[config.mk]
export PLATFORM = sky130hd
export DESIGN_NAME = i2c_reg_slave_sync_flat
export DESIGN_NICKNAME = d
export VERILOG_FILES = /design/src/rtl/i2c_reg_slave_sync_if.sv /design/src/rtl/i2c_reg_slave_sync.sv /design/src/flat_wrapper.sv
export SDC_FILE = /design/constraint.sdc
export NUM_CORES = 1
export LEC_CHECK = 0
export BUFFER_PORTS_ARGS = -buffer_cell sky130_fd_sc_hd__clkbuf_2
export CAP_MARGIN = 20
export CORE_UTILIZATION = 58
export CTS_CLUSTER_SIZE = 8
export DETAILED_ROUTE_END_ITERATION = 10
export HOLD_SLACK_MARGIN = 0.06
export PLACE_DENSITY_LB_ADDON = 0.15
export REMOVE_ABC_BUFFERS = 1
export SLEW_MARGIN = 20
export SYNTH_ARGS = -nofsm -noshare
export SYNTH_HDL_FRONTEND = slang
export SYNTH_SLANG_ARGS = --single-unit
[constraint.sdc]
create_clock -name clk -period 2.5 [get_ports clk]
set_input_delay 0.625 -clock clk [delete_from_list [all_inputs] [get_ports clk]]
set_output_delay 0.625 -clock clk [all_outputs]
set_load 0.005 [all_outputs]
[src/rtl/i2c_reg_slave_sync_if.sv]
// Bus bundle between the I2C target, the top-level pin mux and the
// configuration register bank. The slave modport is the target's view.
interface i2c_reg_slave_sync_if #(
   parameter int PTR_W = 8
);
   logic             scl_in;
   logic             sda_in;
   logic             sda_oe;
   logic [PTR_W-1:0] reg_addr;
   logic [7:0]       reg_wdata;
   logic             reg_wr_en;
   logic [7:0]       reg_rdata;
   logic             reg_rd_en;
   logic             busy;

   modport slave (
      input  scl_in, sda_in, reg_rdata,
      output sda_oe, reg_addr, reg_wdata, reg_wr_en, reg_rd_en, busy
   );

   modport master (
      output scl_in, sda_in, reg_rdata,
      input  sda_oe, reg_addr, reg_wdata, reg_wr_en, reg_rd_en, busy
   );
endinterface

[src/rtl/i2c_reg_slave_sync.sv]
// Oversampling I2C register target. SCL and SDA are synchronised into the
// clk domain and edge-detected; SCL is never used as a clock. Exposes a
// NUM_REGS x 8-bit register window with pointer auto-increment.
module i2c_reg_slave_sync #(
   parameter logic [6:0] DEV_ADDR    = 7'h42,
   parameter int         NUM_REGS    = 16,
   parameter int         PTR_W       = 8,
   parameter int         SYNC_STAGES = 2
) (
   input logic                 clk,
   input logic                 rst_n,
   i2c_reg_slave_sync_if.slave bus
);

   typedef enum logic [3:0] {
      IDLE,
      ADDR,
      ADDR_ACK,
      PTR,
      PTR_ACK,
      WDATA,
      WDATA_ACK,
      RDATA,
      RACK,
      IGNORE
   } state_t;

   localparam logic [PTR_W-1:0] LAST_REG = PTR_W'(NUM_REGS - 1);

   logic [SYNC_STAGES-1:0] scl_sync;
   logic [SYNC_STAGES-1:0] sda_sync;
   logic                   scl_prev;
   logic                   sda_prev;
   logic                   scl_s;
   logic                   sda_s;
   logic                   scl_rise;
   logic                   scl_fall;
   logic                   start_det;
   logic                   stop_det;

   state_t                 state;
   logic [1:0]             phase;
   logic [2:0]             bit_cnt;
   logic [7:0]             shreg;
   logic                   rw;
   logic                   sda_oe_q;
   logic [PTR_W-1:0]       reg_addr_q;
   logic [7:0]             reg_wdata_q;
   logic                   reg_wr_en_q;
   logic                   reg_rd_en_q;
   logic                   busy_q;

   logic [7:0]             byte_in;
   logic                   last_bit;
   logic                   ptr_in_range;
   logic [PTR_W-1:0]       addr_next;

   // Synchronise the raw pins and keep one history flop for edge detection;
   // flops reset high because an idle bus is pulled up.
   always_ff @(posedge clk or negedge rst_n) begin
      if (!rst_n) begin
         scl_sync <= '1;
         sda_sync <= '1;
         scl_prev <= 1'b1;
         sda_prev <= 1'b1;
      end else begin
         scl_sync <= {scl_sync[SYNC_STAGES-2:0], bus.scl_in};
         sda_sync <= {sda_sync[SYNC_STAGES-2:0], bus.sda_in};
         scl_prev <= scl_s;
         sda_prev <= sda_s;
      end
   end

   assign scl_s     = scl_sync[SYNC_STAGES-1];
   assign sda_s     = sda_sync[SYNC_STAGES-1];
   assign scl_rise  = scl_s & ~scl_prev;
   assign scl_fall  = ~scl_s & scl_prev;
   assign start_det = scl_s & scl_prev & sda_prev & ~sda_s;
   assign stop_det  = scl_s & scl_prev & ~sda_prev & sda_s;

   assign byte_in      = {shreg[6:0], sda_s};
   assign last_bit     = (bit_cnt == 3'd7);
   assign ptr_in_range = ({24'd0, byte_in} < $unsigned(NUM_REGS));
   assign addr_next    = (reg_addr_q == LAST_REG) ? '0 : reg_addr_q + PTR_W'(1);

   // Protocol FSM: bits are sampled on SCL rise, SDA is only changed after an
   // SCL fall; START/STOP override any bit event seen in the same cycle.
   always_ff @(posedge clk or negedge rst_n) begin
      if (!rst_n) begin
         state       <= IDLE;
         phase       <= 2'd0;
         bit_cnt     <= 3'd0;
         shreg       <= 8'h00;
         rw          <= 1'b0;
         sda_oe_q    <= 1'b0;
         reg_addr_q  <= '0;
         reg_wdata_q <= 8'h00;
         reg_wr_en_q <= 1'b0;
         reg_rd_en_q <= 1'b0;
         busy_q      <= 1'b0;
      end else begin
         reg_wr_en_q <= 1'b0;
         reg_rd_en_q <= 1'b0;
         if (stop_det) begin
            state    <= IDLE;
            phase    <= 2'd0;
            bit_cnt  <= 3'd0;
            sda_oe_q <= 1'b0;
            busy_q   <= 1'b0;
         end else if (start_det) begin
            state    <= ADDR;
            phase    <= 2'd0;
            bit_cnt  <= 3'd0;
            sda_oe_q <= 1'b0;
         end else begin
            case (state)
               IDLE: begin
                  sda_oe_q <= 1'b0;
               end

               ADDR: begin
                  if (scl_rise) begin
                     shreg   <= byte_in;
                     bit_cnt <= bit_cnt + 3'd1;
                     if (last_bit) begin
                        rw    <= sda_s;
                        phase <= 2'd0;
                        if (byte_in[7:1] == DEV_ADDR) begin
                           state  <= ADDR_ACK;
                           busy_q <= 1'b1;
                        end else begin
                           state  <= IGNORE;
                           busy_q <= 1'b0;
                        end
                     end
                  end
               end

               ADDR_ACK: begin
                  if (scl_fall) begin
                     if (phase == 2'd0) begin
                        sda_oe_q <= 1'b1;
                        phase    <= 2'd1;
                     end else begin
                        phase   <= 2'd0;
                        bit_cnt <= 3'd0;
                        if (rw) begin
                           reg_rd_en_q <= 1'b1;
                           shreg       <= {bus.reg_rdata[6:0], 1'b0};
                           sda_oe_q    <= ~bus.reg_rdata[7];
                           state       <= RDATA;
                        end else begin
                           sda_oe_q <= 1'b0;
                           state    <= PTR;
                        end
                     end
                  end
               end

               PTR: begin
                  if (scl_rise) begin
                     shreg   <= byte_in;
                     bit_cnt <= bit_cnt + 3'd1;
                     if (last_bit) begin
                        phase <= 2'd0;
                        if (ptr_in_range) begin
                           reg_addr_q <= PTR_W'(byte_in);
                           state      <= PTR_ACK;
                        end else begin
                           state <= IGNORE;
                        end
                     end
                  end
               end

               PTR_ACK: begin
                  if (scl_fall) begin
                     if (phase == 2'd0) begin
                        sda_oe_q <= 1'b1;
                        phase    <= 2'd1;
                     end else begin
                        sda_oe_q <= 1'b0;
                        phase    <= 2'd0;
                        bit_cnt  <= 3'd0;
                        state    <= WDATA;
                     end
                  end
               end

               WDATA: begin
                  if (scl_rise) begin
                     shreg   <= byte_in;
                     bit_cnt <= bit_cnt + 3'd1;
                     if (last_bit) begin
                        reg_wdata_q <= byte_in;
                        reg_wr_en_q <= 1'b1;
                        phase       <= 2'd0;
                        state       <= WDATA_ACK;
                     end
                  end
               end

               WDATA_ACK: begin
                  if (scl_fall) begin
                     if (phase == 2'd0) begin
                        sda_oe_q <= 1'b1;
                        phase    <= 2'd1;
                     end else begin
                        sda_oe_q   <= 1'b0;
                        phase      <= 2'd0;
                        bit_cnt    <= 3'd0;
                        reg_addr_q <= addr_next;
                        state      <= WDATA;
                     end
                  end
               end

               RDATA: begin
                  if (scl_rise) begin
                     bit_cnt <= bit_cnt + 3'd1;
                     if (last_bit) begin
                        phase <= 2'd0;
                        state <= RACK;
                     end
                  end else if (scl_fall) begin
                     sda_oe_q <= ~shreg[7];
                     shreg    <= {shreg[6:0], 1'b0};
                  end
               end

               RACK: begin
                  case (phase)
                     2'd0: begin
                        if (scl_fall) begin
                           sda_oe_q <= 1'b0;
                           phase    <= 2'd1;
                        end
                     end
                     2'd1: begin
                        if (scl_rise) begin
                           if (!sda_s) begin
                              reg_addr_q <= addr_next;
                              phase      <= 2'd2;
                           end else begin
                              phase <= 2'd0;
                              state <= IGNORE;
                           end
                        end
                     end
                     default: begin
                        if (scl_fall) begin
                           reg_rd_en_q <= 1'b1;
                           shreg       <= {bus.reg_rdata[6:0], 1'b0};
                           sda_oe_q    <= ~bus.reg_rdata[7];
                           bit_cnt     <= 3'd0;
                           phase       <= 2'd0;
                           state       <= RDATA;
                        end
                     end
                  endcase
               end

               IGNORE: begin
                  sda_oe_q <= 1'b0;
               end

               default: begin
                  sda_oe_q <= 1'b0;
                  state    <= IDLE;
               end
            endcase
         end
      end
   end

   assign bus.sda_oe    = sda_oe_q;
   assign bus.reg_addr  = reg_addr_q;
   assign bus.reg_wdata = reg_wdata_q;
   assign bus.reg_wr_en = reg_wr_en_q;
   assign bus.reg_rd_en = reg_rd_en_q;
   assign bus.busy      = busy_q;

endmodule

[src/flat_wrapper.sv]
// flat-port wrapper written by rule: the top's interface ports become plain ports
module i2c_reg_slave_sync_flat 
#(
   parameter logic [6:0] DEV_ADDR    = 7'h42,
   parameter int         NUM_REGS    = 16,
   parameter int         PTR_W       = 8,
   parameter int         SYNC_STAGES = 2
)
  (clk, rst_n, bus_scl_in, bus_sda_in, bus_reg_rdata, bus_sda_oe, bus_reg_addr, bus_reg_wdata, bus_reg_wr_en, bus_reg_rd_en, bus_busy);
  i2c_reg_slave_sync_if #(.PTR_W(PTR_W)) bus_i ();
  input logic clk;
  input logic rst_n;
  input wire logic [$bits(bus_i.scl_in)-1:0] bus_scl_in;
  input wire logic [$bits(bus_i.sda_in)-1:0] bus_sda_in;
  input wire logic [$bits(bus_i.reg_rdata)-1:0] bus_reg_rdata;
  output wire logic [$bits(bus_i.sda_oe)-1:0] bus_sda_oe;
  output wire logic [$bits(bus_i.reg_addr)-1:0] bus_reg_addr;
  output wire logic [$bits(bus_i.reg_wdata)-1:0] bus_reg_wdata;
  output wire logic [$bits(bus_i.reg_wr_en)-1:0] bus_reg_wr_en;
  output wire logic [$bits(bus_i.reg_rd_en)-1:0] bus_reg_rd_en;
  output wire logic [$bits(bus_i.busy)-1:0] bus_busy;
  assign bus_i.scl_in = bus_scl_in;
  assign bus_i.sda_in = bus_sda_in;
  assign bus_i.reg_rdata = bus_reg_rdata;
  assign bus_sda_oe = bus_i.sda_oe;
  assign bus_reg_addr = bus_i.reg_addr;
  assign bus_reg_wdata = bus_i.reg_wdata;
  assign bus_reg_wr_en = bus_i.reg_wr_en;
  assign bus_reg_rd_en = bus_i.reg_rd_en;
  assign bus_busy = bus_i.busy;
  i2c_reg_slave_sync #(.DEV_ADDR(DEV_ADDR), .NUM_REGS(NUM_REGS), .PTR_W(PTR_W), .SYNC_STAGES(SYNC_STAGES)) u_core (.clk(clk), .rst_n(rst_n), .bus(bus_i));
endmodule
==> metrics <==
largest net degree at the start of global routing=29; Vias per Instance=approximately 6.2; CTS tree=built; Die Area=5019 µm²; vias in the first global route=2,438; Placed Area=roughly 3100 µm²; status=completed; Starting DRT DRC Count=~240; max cap viols=0; IO buf count=31; initial antenna violation count=0; GP Congestion=between 0.9 and 1; Worst Setup End Kind=flip-flop; setup_tns=0 ns; Synth Warn #=0; RSZ-0062 raised after global routing=no; core area=roughly 4400 µm²; cells along the critical path=or4b_1, nor2_1, o21ai_0, o211ai_1, mux2_2; ys flop type=dfrtp_1; final hold slack=about 0.27 ns; Syn Area/Cell=9.512 µm²; Crit path largest cell delay=~0.72 ns; pins over their slew limit=0; global-route wire length before repair=around 12 mm; main area contributors after synthesis=dfrtp_1 (35%), mux2_2 (9.0%), dfstp_2 (5.7%); Post-Layout Inst Area=around 3200 µm²; Post-synth EDFFs=0; Synth Register Bits=44; final net count=351; number of CTS-inserted buffers=5; worst vdd ir=between 400 and 500 µV; GR Overflow Total=0; Syn Inst Count=a little under 300; achievable frequency=approximately 0.45 GHz; Rows=24; worst path required time=approximately 2.7 ns; H-tree levels=2; HP Class=input pin to async pin; final hold vios=0; number of clock sinks=44; post-synth top area cell=dfrtp_1; Chip Width=a little over 70 µm; Distinct cells, synth=63; fraction of layout cells with a size suffix above 1=0.3065; Reg clk slew, reported paths=0.09 ns; post-DP HPWL=around 5.3 mm; DP Cell Count=380; Synth Cell Area=roughly 2700 µm²; Avg WL per Cell=between 15 and 20 µm; worst-skew pair later-pin latency=0.29 ns; # hold bufs at CTS=0; min Tclk post-route=~2.2 ns; Slew HR=0.6651; DR DRC count=0; Synth top area share=0.3459; Layout Skew=~0.016 ns; Final Non-Filler Cells=~390; final setup vio count=0; Die Ht=~70 µm; period utilization=0.8967; Area Overhead vs Synth=14.66%; antenna-violating nets left=0; asr flop ratio synth=1.000; first drt pass iteration count=4; Worst-Margin Slew=0.5004 ns; io pins=32; crit-path max FO=7; n_diodes=0; clk buf depth=2; Post-CTS Setup Bufs=0; final wirelength=~7 mm; critical path type=flip-flop to flip-flop; cell area power density=a little under 800 nW/µm²; Leak=approximately 0.0015 µW; Seq/Total Area, Yosys=0.4033; post-cts resize count=0; via count=about 2,400; CP max-delay cell=or4b_1; crit path launch type=flip-flop; Overall Global Routing Usage=0.3064; Worst EP arrival=about 2.4 ns; initial core utilization=0.6185; clock root cell=clkbuf_8
worst max-delay path: cells and delay by family, from the launching register on:
kind / cells / cell delay, ns
simple gates: 2 / 0.97
flops: 1 / 0.51
mux: 1 / 0.35
compound gates: 2 / 0.30
stage by stage:
stage / util / total power, µW / setup slack, ns
floorplan: - / 1678 / 0.1360
global route: 0.7092 / 2668 / 0.1260
finish: 0.7092 / 2501 / 0.2581
CTS: 0.7092 / 2505 / 0.2785
global placement: 0.6900 / 2045 / 0.3146
detailed placement: 0.6900 / 2068 / 0.2758
worst paths after layout:
path	slack [ns]	cells after the start	start	end
worst min-delay path	0.27	1	rst_n	u_core.scl_prev
max in group asynchronous	1.82	2	rst_n	u_core.sda_sync[0]
min in group clk	0.35	0	u_core.sda_sync[0]	u_core.sda_sync[1]
worst max register to register	0.26	5	u_core.state[2]	u_core.state[0]
worst max-delay path	0.26	5	u_core.state[2]	u_core.state[0]
worst min register to register	0.35	0	u_core.sda_sync[0]	u_core.sda_sync[1]
placed cells by master (no fill, tap or decap), types with 4 or more instances in the layout:
cell type,instances
dfrtp_1,38
nand2_1,37
clkbuf_2,31
buf_4,24
nor2_1,23
mux2_2,22
o21ai_0,14
nand2b_1,9
a21oi_1,8
inv_1,8
nor4_1,7
nand3_1,6
dfstp_2,6
nor2b_1,5
nand4b_1,5
nor3_1,5
and3_1,5
or3_1,5
clkbuf_8,5
o22ai_1,4
a31oi_1,4
ha_1,4
area by class of cell:
type | instances | area (µm²)
inverters | 8 | 30.03
well taps | 52 | 65.06
clock buffers | 6 | 72.57
fillers | 364 | 1292
multi-input cells | 221 | 1528
repair buffers | 55 | 335.3
flip-flops and latches | 44 | 1109
clock inverters | 2 | 12.51
flip-flops by register name (all words and copies together) (netlist names), 2 cells and up:
signal                cells
u_core.bus.reg_addr       8
u_core.state              4
u_core.bit_cnt            3
u_core.phase              2
u_core.bus.reg_wdata      8
u_core.scl_sync           2
u_core.sda_sync           2
u_core.shreg              8
metal layers:
layer	global-route usage	wire (µm)	up-vias
li1	-	-	1144
met1	0.3970	3060	1188
met2	0.5021	3416	82
met3	0.05271	355	10
met4	0.1467	159	0
met5	0	0	-
logic make-up (layout without fill, tap and decap cells):
group,after synthesis,after routing,share of synthesized area
adders and majority gates,4,4,0.01821
buffers and inverters,24,71,0.04097
xor gates and xnor gates,2,2,0.006373
AOI/OAI and AO/OA,60,60,0.1525
DFF,44,44,0.4033
muxes,27,27,0.1120
and+or+nand+nor,128,128,0.2667
Yosys cell counts, types with 2 or more instances:
| cell type | number |
|---|---|
| a211oi_1 | 3 |
| a21boi_0 | 2 |
| a21oi_1 | 8 |
| a22o_1 | 2 |
| a31oi_1 | 4 |
| and3_1 | 5 |
| buf_2 | 9 |
| clkbuf_1 | 5 |
| dfrtp_1 | 38 |
| dfstp_2 | 6 |
| ha_1 | 4 |
| inv_1 | 8 |
| mux2_2 | 22 |
| mux2_4 | 2 |
| mux2i_1 | 3 |
| nand2_1 | 37 |
| nand2b_1 | 9 |
| nand3_1 | 6 |
| nand4b_1 | 5 |
| nor2_1 | 23 |
| nor2b_1 | 5 |
| nor3_1 | 5 |
| nor3b_1 | 2 |
| nor4_1 | 7 |
| o211a_1 | 2 |
| o211ai_1 | 3 |
| o21ai_0 | 14 |
| o221ai_1 | 2 |
| o22ai_1 | 4 |
| o31a_1 | 2 |
| o31ai_1 | 3 |
| or2_1 | 2 |
| or2_2 | 3 |
| or3_1 | 5 |
power by group:
part | switching (µW) | internal [µW] | leakage (µW) | total (µW)
combinational | 515 | 506 | 0.000909 | 1020
sequential | 196 | 850 | 0.000574 | 1050
clock | 237 | 196 | 0.0000412 | 432
total | 949 | 1550 | 0.00152 | 2500
Power figures use the tool's default switching activity.
